<file path="src/rtl/bio_gen.sv">
// bio_gen: parametrised board I/O bus slave with LEDs, 7-segment digits, debounced keys and switches.
// Define BIO_GEN_IRQ_EN to add key-press event latching (EVENT/IRQEN registers) and the irq output.
module bio_gen #(
  parameter int NUM_KEYS        = 3,
  parameter int NUM_SW          = 18,
  parameter int NUM_LEDG        = 9,
  parameter int NUM_LEDR        = 18,
  parameter int NUM_HEX         = 8,
  parameter int DEBOUNCE_CYCLES = 50000
) (
  input  logic                 clk,
  input  logic                 rst_n,
  input  logic                 stb,
  input  logic                 we,
  input  logic [2:0]           addr,
  input  logic [31:0]          data_in,
  output logic [31:0]          data_out,
  output logic                 ack,
  output logic                 irq,
  output logic [NUM_LEDG-1:0]  led_g,
  output logic [NUM_LEDR-1:0]  led_r,
  output logic [7*NUM_HEX-1:0] hex_n,
  input  logic [NUM_KEYS-1:0]  key_n,
  input  logic [NUM_SW-1:0]    sw
);

  localparam int CNT_W = $clog2(DEBOUNCE_CYCLES);
  localparam int HEX_W = 4 * NUM_HEX;
  localparam logic [CNT_W-1:0] CNT_LAST = CNT_W'(DEBOUNCE_CYCLES - 1);

  localparam logic [2:0] A_LEDG     = 3'd0;
  localparam logic [2:0] A_LEDR     = 3'd1;
  localparam logic [2:0] A_HEXDATA  = 3'd2;
  localparam logic [2:0] A_HEXBLANK = 3'd3;
  localparam logic [2:0] A_KEYS     = 3'd4;
  localparam logic [2:0] A_SW       = 3'd5;
  localparam logic [2:0] A_EVENT    = 3'd6;
  localparam logic [2:0] A_IRQEN    = 3'd7;

  // Active-low segment pattern, bit order g..a.
  function automatic logic [6:0] seg7(input logic [3:0] v);
    logic [6:0] s;
    case (v)
      4'h0:    s = 7'b1000000;
      4'h1:    s = 7'b1111001;
      4'h2:    s = 7'b0100100;
      4'h3:    s = 7'b0110000;
      4'h4:    s = 7'b0011001;
      4'h5:    s = 7'b0010010;
      4'h6:    s = 7'b0000010;
      4'h7:    s = 7'b1111000;
      4'h8:    s = 7'b0000000;
      4'h9:    s = 7'b0010000;
      4'hA:    s = 7'b0001000;
      4'hB:    s = 7'b0000011;
      4'hC:    s = 7'b1000110;
      4'hD:    s = 7'b0100001;
      4'hE:    s = 7'b0000110;
      4'hF:    s = 7'b0001110;
      default: s = 7'b1111111;
    endcase
    return s;
  endfunction

  logic                           wr_s;
  logic [NUM_LEDG-1:0]            led_g_r;
  logic [NUM_LEDR-1:0]            led_r_r;
  logic [HEX_W-1:0]               hex_data_r;
  logic [NUM_HEX-1:0]             hex_blank_r;
  logic [7*NUM_HEX-1:0]           hex_next_s;
  logic [7*NUM_HEX-1:0]           hex_n_r;
  logic [NUM_KEYS-1:0]            key_sync1_r;
  logic [NUM_KEYS-1:0]            key_sync2_r;
  logic [NUM_KEYS-1:0]            key_lvl_s;
  logic [NUM_KEYS-1:0]            key_deb_r;
  logic [NUM_KEYS-1:0]            key_deb_next_s;
  logic [NUM_KEYS-1:0][CNT_W-1:0] cnt_r;
  logic [NUM_KEYS-1:0][CNT_W-1:0] cnt_next_s;
  logic [NUM_SW-1:0]              sw_sync1_r;
  logic [NUM_SW-1:0]              sw_sync2_r;
  logic [NUM_KEYS-1:0]            event_s;
  logic [NUM_KEYS-1:0]            irq_en_s;
  logic                           unused_s;

  assign ack      = stb;
  assign wr_s     = stb & we;
  assign led_g    = led_g_r;
  assign led_r    = led_r_r;
  assign hex_n    = hex_n_r;
  assign unused_s = ^data_in;

  // Bus-writable LED and display registers
  always_ff @(posedge clk or negedge rst_n) begin
    if (!rst_n) begin
      led_g_r     <= {NUM_LEDG{1'b0}};
      led_r_r     <= {NUM_LEDR{1'b0}};
      hex_data_r  <= {HEX_W{1'b0}};
      hex_blank_r <= {NUM_HEX{1'b1}};
    end else if (wr_s) begin
      case (addr)
        A_LEDG:     led_g_r     <= data_in[NUM_LEDG-1:0];
        A_LEDR:     led_r_r     <= data_in[NUM_LEDR-1:0];
        A_HEXDATA:  hex_data_r  <= data_in[HEX_W-1:0];
        A_HEXBLANK: hex_blank_r <= data_in[NUM_HEX-1:0];
        default:    ;
      endcase
    end
  end

  // Per-digit glyph selection with blanking
  always_comb begin
    hex_next_s = {(7*NUM_HEX){1'b1}};
    for (int i = 0; i < NUM_HEX; i++) begin
      if (hex_blank_r[i]) begin
        hex_next_s[7*i +: 7] = 7'b1111111;
      end else begin
        hex_next_s[7*i +: 7] = seg7(hex_data_r[4*i +: 4]);
      end
    end
  end

  // Registered segment drive
  always_ff @(posedge clk or negedge rst_n) begin
    if (!rst_n) begin
      hex_n_r <= {(7*NUM_HEX){1'b1}};
    end else begin
      hex_n_r <= hex_next_s;
    end
  end

  // Two-flop synchronisers; key flops park at the released (high) level
  always_ff @(posedge clk or negedge rst_n) begin
    if (!rst_n) begin
      key_sync1_r <= {NUM_KEYS{1'b1}};
      key_sync2_r <= {NUM_KEYS{1'b1}};
      sw_sync1_r  <= {NUM_SW{1'b0}};
      sw_sync2_r  <= {NUM_SW{1'b0}};
    end else begin
      key_sync1_r <= key_n;
      key_sync2_r <= key_sync1_r;
      sw_sync1_r  <= sw;
      sw_sync2_r  <= sw_sync1_r;
    end
  end

  assign key_lvl_s = ~key_sync2_r;

  // Debounce: count consecutive disagreeing cycles, accept the new level at the terminal count
  always_comb begin
    key_deb_next_s = key_deb_r;
    cnt_next_s     = {(NUM_KEYS*CNT_W){1'b0}};
    for (int k = 0; k < NUM_KEYS; k++) begin
      if (key_lvl_s[k] == key_deb_r[k]) begin
        cnt_next_s[k] = {CNT_W{1'b0}};
      end else if (cnt_r[k] == CNT_LAST) begin
        key_deb_next_s[k] = ~key_deb_r[k];
        cnt_next_s[k]     = {CNT_W{1'b0}};
      end else begin
        cnt_next_s[k] = cnt_r[k] + CNT_W'(1'b1);
      end
    end
  end

  // Debounce state and counters
  always_ff @(posedge clk or negedge rst_n) begin
    if (!rst_n) begin
      key_deb_r <= {NUM_KEYS{1'b0}};
      cnt_r     <= {(NUM_KEYS*CNT_W){1'b0}};
    end else begin
      key_deb_r <= key_deb_next_s;
      cnt_r     <= cnt_next_s;
    end
  end

`ifdef BIO_GEN_IRQ_EN
  logic [NUM_KEYS-1:0] event_r;
  logic [NUM_KEYS-1:0] irq_en_r;
  logic [NUM_KEYS-1:0] key_rise_s;
  logic [NUM_KEYS-1:0] event_clr_s;
  logic                irq_r;

  assign key_rise_s  = key_deb_next_s & ~key_deb_r;
  assign event_clr_s = (wr_s && (addr == A_EVENT)) ? data_in[NUM_KEYS-1:0] : {NUM_KEYS{1'b0}};

  // Sticky press events (a new press outranks a same-cycle clear), enables, interrupt
  always_ff @(posedge clk or negedge rst_n) begin
    if (!rst_n) begin
      event_r  <= {NUM_KEYS{1'b0}};
      irq_en_r <= {NUM_KEYS{1'b0}};
      irq_r    <= 1'b0;
    end else begin
      event_r <= (event_r & ~event_clr_s) | key_rise_s;
      if (wr_s && (addr == A_IRQEN)) begin
        irq_en_r <= data_in[NUM_KEYS-1:0];
      end
      irq_r <= |(event_r & irq_en_r);
    end
  end

  assign event_s  = event_r;
  assign irq_en_s = irq_en_r;
  assign irq      = irq_r;
`else
  assign event_s  = {NUM_KEYS{1'b0}};
  assign irq_en_s = {NUM_KEYS{1'b0}};
  assign irq      = 1'b0;
`endif

  // Read-data multiplexer, zero-extended
  always_comb begin
    data_out = 32'h0000_0000;
    case (addr)
      A_LEDG:     data_out = 32'(led_g_r);
      A_LEDR:     data_out = 32'(led_r_r);
      A_HEXDATA:  data_out = 32'(hex_data_r);
      A_HEXBLANK: data_out = 32'(hex_blank_r);
      A_KEYS:     data_out = 32'(key_deb_r);
      A_SW:       data_out = 32'(sw_sync2_r);
      A_EVENT:    data_out = 32'(event_s);
      A_IRQEN:    data_out = 32'(irq_en_s);
      default:    data_out = 32'h0000_0000;
    endcase
  end

endmodule

</file>
<file path="config.mk">
export PLATFORM = sky130hd
export DESIGN_NAME = bio_gen
export DESIGN_NICKNAME = d
export VERILOG_FILES = /design/src/rtl/bio_gen.sv
export SDC_FILE = /design/constraint.sdc
export NUM_CORES = 1
export LEC_CHECK = 0
export BUFFER_PORTS_ARGS = -buffer_cell sky130_fd_sc_hd__clkbuf_2
export CAP_MARGIN = 20
export CORE_MARGIN = 2
export CORE_UTILIZATION = 45
export CTS_CLUSTER_SIZE = 14
export DETAILED_ROUTE_END_ITERATION = 12
export GPL_TIMING_DRIVEN = 0
export PLACE_DENSITY = 0.77
export SETUP_SLACK_MARGIN = 0.02
export SYNTH_ARGS = -nofsm -noshare
export SYNTH_HDL_FRONTEND = slang
export SYNTH_SLANG_ARGS = --single-unit
</file>
<file path="constraint.sdc">
create_clock -name clk -period 2.29 [get_ports clk]
set_input_delay 0.3435 -clock clk [delete_from_list [all_inputs] [get_ports clk]]
set_output_delay 0.3435 -clock clk [all_outputs]
set_load 0.01 [all_outputs]
</file>
== After elaboration in Yosys (flattened, before gate mapping) ==
Memory sizes are Yosys's and may differ from the RTL's.
Index checks and enable logic that the tools add are counted.

* Word-level logic and storage cells: 71
* Output and inout port bits: 117
* Bits in read-only memories: 896
* Bits in registers: 216
* Memories: 8

{| class="wikitable"
|+ Memory list
! name !! words !! width !! rd ports !! clocked after Yosys merged registers in !! wr ports !! RTL line !! text
|-
| (no name shown) || 16 || 7 || 1 || 0 || 0 || 43 || <nowiki>case (v)</nowiki>
|-
| (no name shown) || 16 || 7 || 1 || 0 || 0 || 43 ||
|-
| (no name shown) || 16 || 7 || 1 || 0 || 0 || 43 ||
|-
| (no name shown) || 16 || 7 || 1 || 0 || 0 || 43 ||
|-
| (no name shown) || 16 || 7 || 1 || 0 || 0 || 43 ||
|-
| (no name shown) || 16 || 7 || 1 || 0 || 0 || 43 ||
|-
| +2 memories || - || - || - || - || - || - ||
|}

* Reduce and logical (&&, ||, !) cells: 9
* Bitwise logic cells: 8
* Muxes and demuxes: 15
* Equal/unequal tests: 13
* Add/subtract/negate cells: 3

{| class="wikitable"
|+ Operators with widths
! cell !! count
|-
| $pmux W32 S7 || 1
|-
| $mux W16 || 6
|-
| $mux W7 || 8
|-
| $add A16 B1 Y16 const B || 3
|-
| $eq A16 B16 Y1 const B || 3
|-
| $reduce_and A2 Y1 || 7
|-
| $eq A3 B3 Y1 const B || 4
|-
| $eq A3 B2 Y1 const B || 2
|-
| $not A1 Y1 || 6
|-
| $eq A1 B1 Y1 || 3
|-
| $eq A3 B1 Y1 const B || 1
|-
| $logic_not A3 Y1 || 1
|-
| $not A3 Y3 || 1
|-
| $reduce_or A2 Y1 || 1
|-
| $and A1 B1 Y1 || 1
|}

== Logic depth before layout (Yosys ltp) ==
* Depth after elaboration: 4
* Mapped depth: 6
* Mapped depth without buffers: 6

== Worst setup path before layout ==
No wires, ideal clock.

* Path type: input to output
* Start: input addr[1]
* End: output data_out[5]
* Arrival time: 1.504 ns
* Stages on the path: 6
* Path slack: 0.442 ns
* Cell sequence: buf_2 > buf_2 > clkbuf_1 > mux4_2 > nand2_1 > nand2_1

* Cells in the longest elaborated chain, start to end: 3
* Elaborated cells between the ends (all ways): 10

{| class="wikitable"
|+ RTL lines
! item !! RTL line !! text
|-
| start: declaration || 15 || <nowiki>input logic [2:0] addr,</nowiki>
|-
| $eq A3 B3 Y1 || 212 || <nowiki>case (addr)</nowiki>
|-
| $reduce_or A2 Y1 (no line) || - ||
|-
| $pmux W32 S7 * || 212 ||
|-
| end: declaration || 17 || <nowiki>output logic [31:0] data_out,</nowiki>
|}

Mark *: on every way between the ends. The rest lies on a longest branch, timed or not.

== Worst setup path in the final report ==
* Start: input addr[2]
* End: output data_out[1]

Same word-level chain as after synthesis.

==> impl_metrics.json <==
{
  "placed_area_um2": 11700,
  "peakVddDrop_mv": 0.583,
  "fin_skew_ns": 0.0142,
  "holdWs_ns": 0.0612,
  "ant_nets": 0,
  "rsz0062_at_grt": "yes",
  "dp_hpwl_um": 18000,
  "post_drt_wl_per_cell_um": 17.8,
  "synthTopCellsByArea": "dfrtp_1 35%, dfstp_2 18%, mux2_2 7.7%, ha_1 6.1%, nor2_1 3.5%",
  "netlist_area_um2": 10400,
  "synthFlopType": "dfrtp_1",
  "routed-via-count": 7553,
  "synth_edf_count": 0,
  "drt_iter0_markers": 461,
  "numCtsBuffers": 24,
  "clock_latency_ns": 0.52,
  "cts_tree": "yes",
  "min_period_over_period_pct": 97.0,
  "start_util_pct": 45.9,
  "port_buffers": 173,
  "worstSetupEndpointType": "primary output",
  "dieWidth_um": 156,
  "synth_area_leader_cell": "dfrtp_1",
  "rows": 55,
  "start_kind": "primary input",
  "async_reset_ff_share_pct": 100,
  "antenna_found_initial": 1,
  "use_met3_pct": 3.00,
  "synth_cell_types": 59,
  "layout_common_cells": "180 x clkbuf_2, 144 x dfrtp_1, 96 x nor2_1",
  "area_delta_synth_final_pct": 23.2,
  "max_freq_ghz": 0.450,
  "final-setup-viol-count": 0,
  "busiest_layer": "met2",
  "status": "completed",
  "ys_warn_count": 0,
  "synth-seq-area-share_pct": 52.8,
  "root_buffer": "clkbuf_16",
  "gr-total-overflow": 0,
  "final_nets": 1220,
  "relSlewSlack_pct": 43.8,
  "synth_fp_nets": 1004,
  "pre_cts_slack_ns": -0.370,
  "ys_seq_elements": 216,
  "drc": 0,
  "firstDrtPassIters": 6,
  "slew_viol_final": 0,
  "power_leakage_nw": 5.87,
  "grt_max_degree": 86,
  "grt_pass1_vias": 7498,
  "final_common_cell": "clkbuf_2",
  "crit_fanout": 8,
  "syn_avg_cell_area_um2": 11.6,
  "die-area_um2": 24300,
  "drive_above_1_share_pct": 36.6,
  "grt_usage_pct": 20.6,
  "fillers": 1859,
  "io_pins": 177,
  "timing.final.ws_setup_ns": 0.0683,
  "clk_path_buf_depth": 3,
  "cts.sinks": 216,
  "final_cell_count_no_fill": 1413,
  "htree_levels": 1,
  "stdcell_area_um2": 12800,
  "coreArea_um2": 22600,
  "yosysTopAreaCellShare_pct": 35.1,
  "met2_usage_pct": 34.2,
  "syn_inst": 893,
  "power_density_nw_per_um2": 990,
  "drv_cap": 0,
  "viasPerCell": 5.35,
  "place_congestion": 0.915,
  "max_slew.worst_pin.slew_ns": 0.837,
  "wirelength_um": 25100,
  "cp.arrival_ns": 1.88,
  "layout_min_cycle_time_ns": 2.22,
  "placedCellCount": 1353,
  "worstSetupPathType": "in -> out",
  "fin_util_pct": 56.6,
  "grt_pass1_wl_um": 39600,
  "die_h_um": 156,
  "tns_ns": 0,
  "total_power_mw": 12.7,
  "crit_required_ns": 1.95,
  "grt_util_met1_pct": 27.7,
  "hold_class": "in -> reg",
  "clk_pin_slew_ns": 0.06,
  "finalHoldViolCount": 0
}
[cells by family after synthesis]
family / share of synthesized area (%)
xor gates and xnor gates: 3.71
adders and majority gates: 6.14
muxes: 13.0
DFF: 52.8
buffers and inverters: 3.43
AOI/OAI and AO/OA: 8.10
other: 0.0361
and+or+nand+nor: 12.8
[synth_stat cells (all sizes together), types with 13 or more instances]
| cell | count |
|---|---|
| dfrtp | 146 |
| nor2 | 97 |
| mux2 | 80 |
| dfstp | 70 |
| ha | 51 |
| nand2 | 46 |
| inv | 40 |
| xnor2 | 40 |
| clkbuf | 31 |
| o21ai | 31 |
| mux2i | 22 |
| nand3 | 20 |
| nor3 | 19 |
| and3 | 17 |
| a221o | 15 |
| a21oi | 14 |
| buf | 14 |
| nand4 | 14 |
| nor4 | 14 |
| a211o | 13 |
[path summary, 6_finish.rpt]
path	start	endpoint	slack, ns	cells after the start
worst max-delay path	addr[2]	data_out[1]	0.07	6
worst min-delay path	data_in[21]	hex_data_r[21]	0.06	2
worst max register to register	cnt_r[37]	cnt_r[41]	0.37	5
worst min register to register	sw_sync1_r[12]	sw_sync2_r[12]	0.34	0
max in group asynchronous	rst_n	hex_n[50]	1.15	3
min in group asynchronous	rst_n	sw_sync2_r[14]	0.33	2
[state kept, by name, summed over array words and instances, names as in the netlist]
signal,flops
key_sync1_r,3
led_g,9
key_deb_r,3
sw_sync2_r,18
key_sync2_r,3
sw_sync1_r,18
hex_n,56
led_r,18
cnt_r,48
hex_data_r,32
hex_blank_r,8
[what timing repair did]
item / in CTS / in global routing
buffers inserted: 1 / 1
resized for setup: 9 / 17
pin swaps: 1 / 1
setup endpoints to repair: 26 / 26
cloned: 0 / 0
hold buffers: 22 / 0
hold endpoints to repair: 65 / 0
[critical path, stage by stage]
cell,delay (ns)
clkbuf_1,0.33
nor2b_1,0.47
a221o_1,0.23
a22oi_1,0.06
a21oi_1,0.26
clkbuf_2,0.19
[power by group]
group,total [mW],switching [mW],internal (mW)
sequential,5.39,0.576,4.81
combinational,3.12,1.65,1.47
clock,4.18,1.52,2.65
[cell type report]
type	count	area, um^2	share of cell area, %
Antenna cell	1	2.50	0.0195
Buffer	36	185	1.45
Clock buffer	33	684	5.34
Clock inverter	11	190	1.48
Inverter	40	150	1.17
Multi-Input combinational cell	592	4570	35.7
Sequential cell	216	5500	42.9
Tap cell	285	357	2.78
Timing Repair Buffer	199	1180	9.19
[layer usage]
layer,wire (um),vias to the layer above,share of wire (%)
met1,11000,3695,44
met3,1220,50,4.8
met2,12100,218,48
li1,-,3590,-
met5,0,-,0
met4,839,0,3.3
Power figures use the tool's default switching activity.
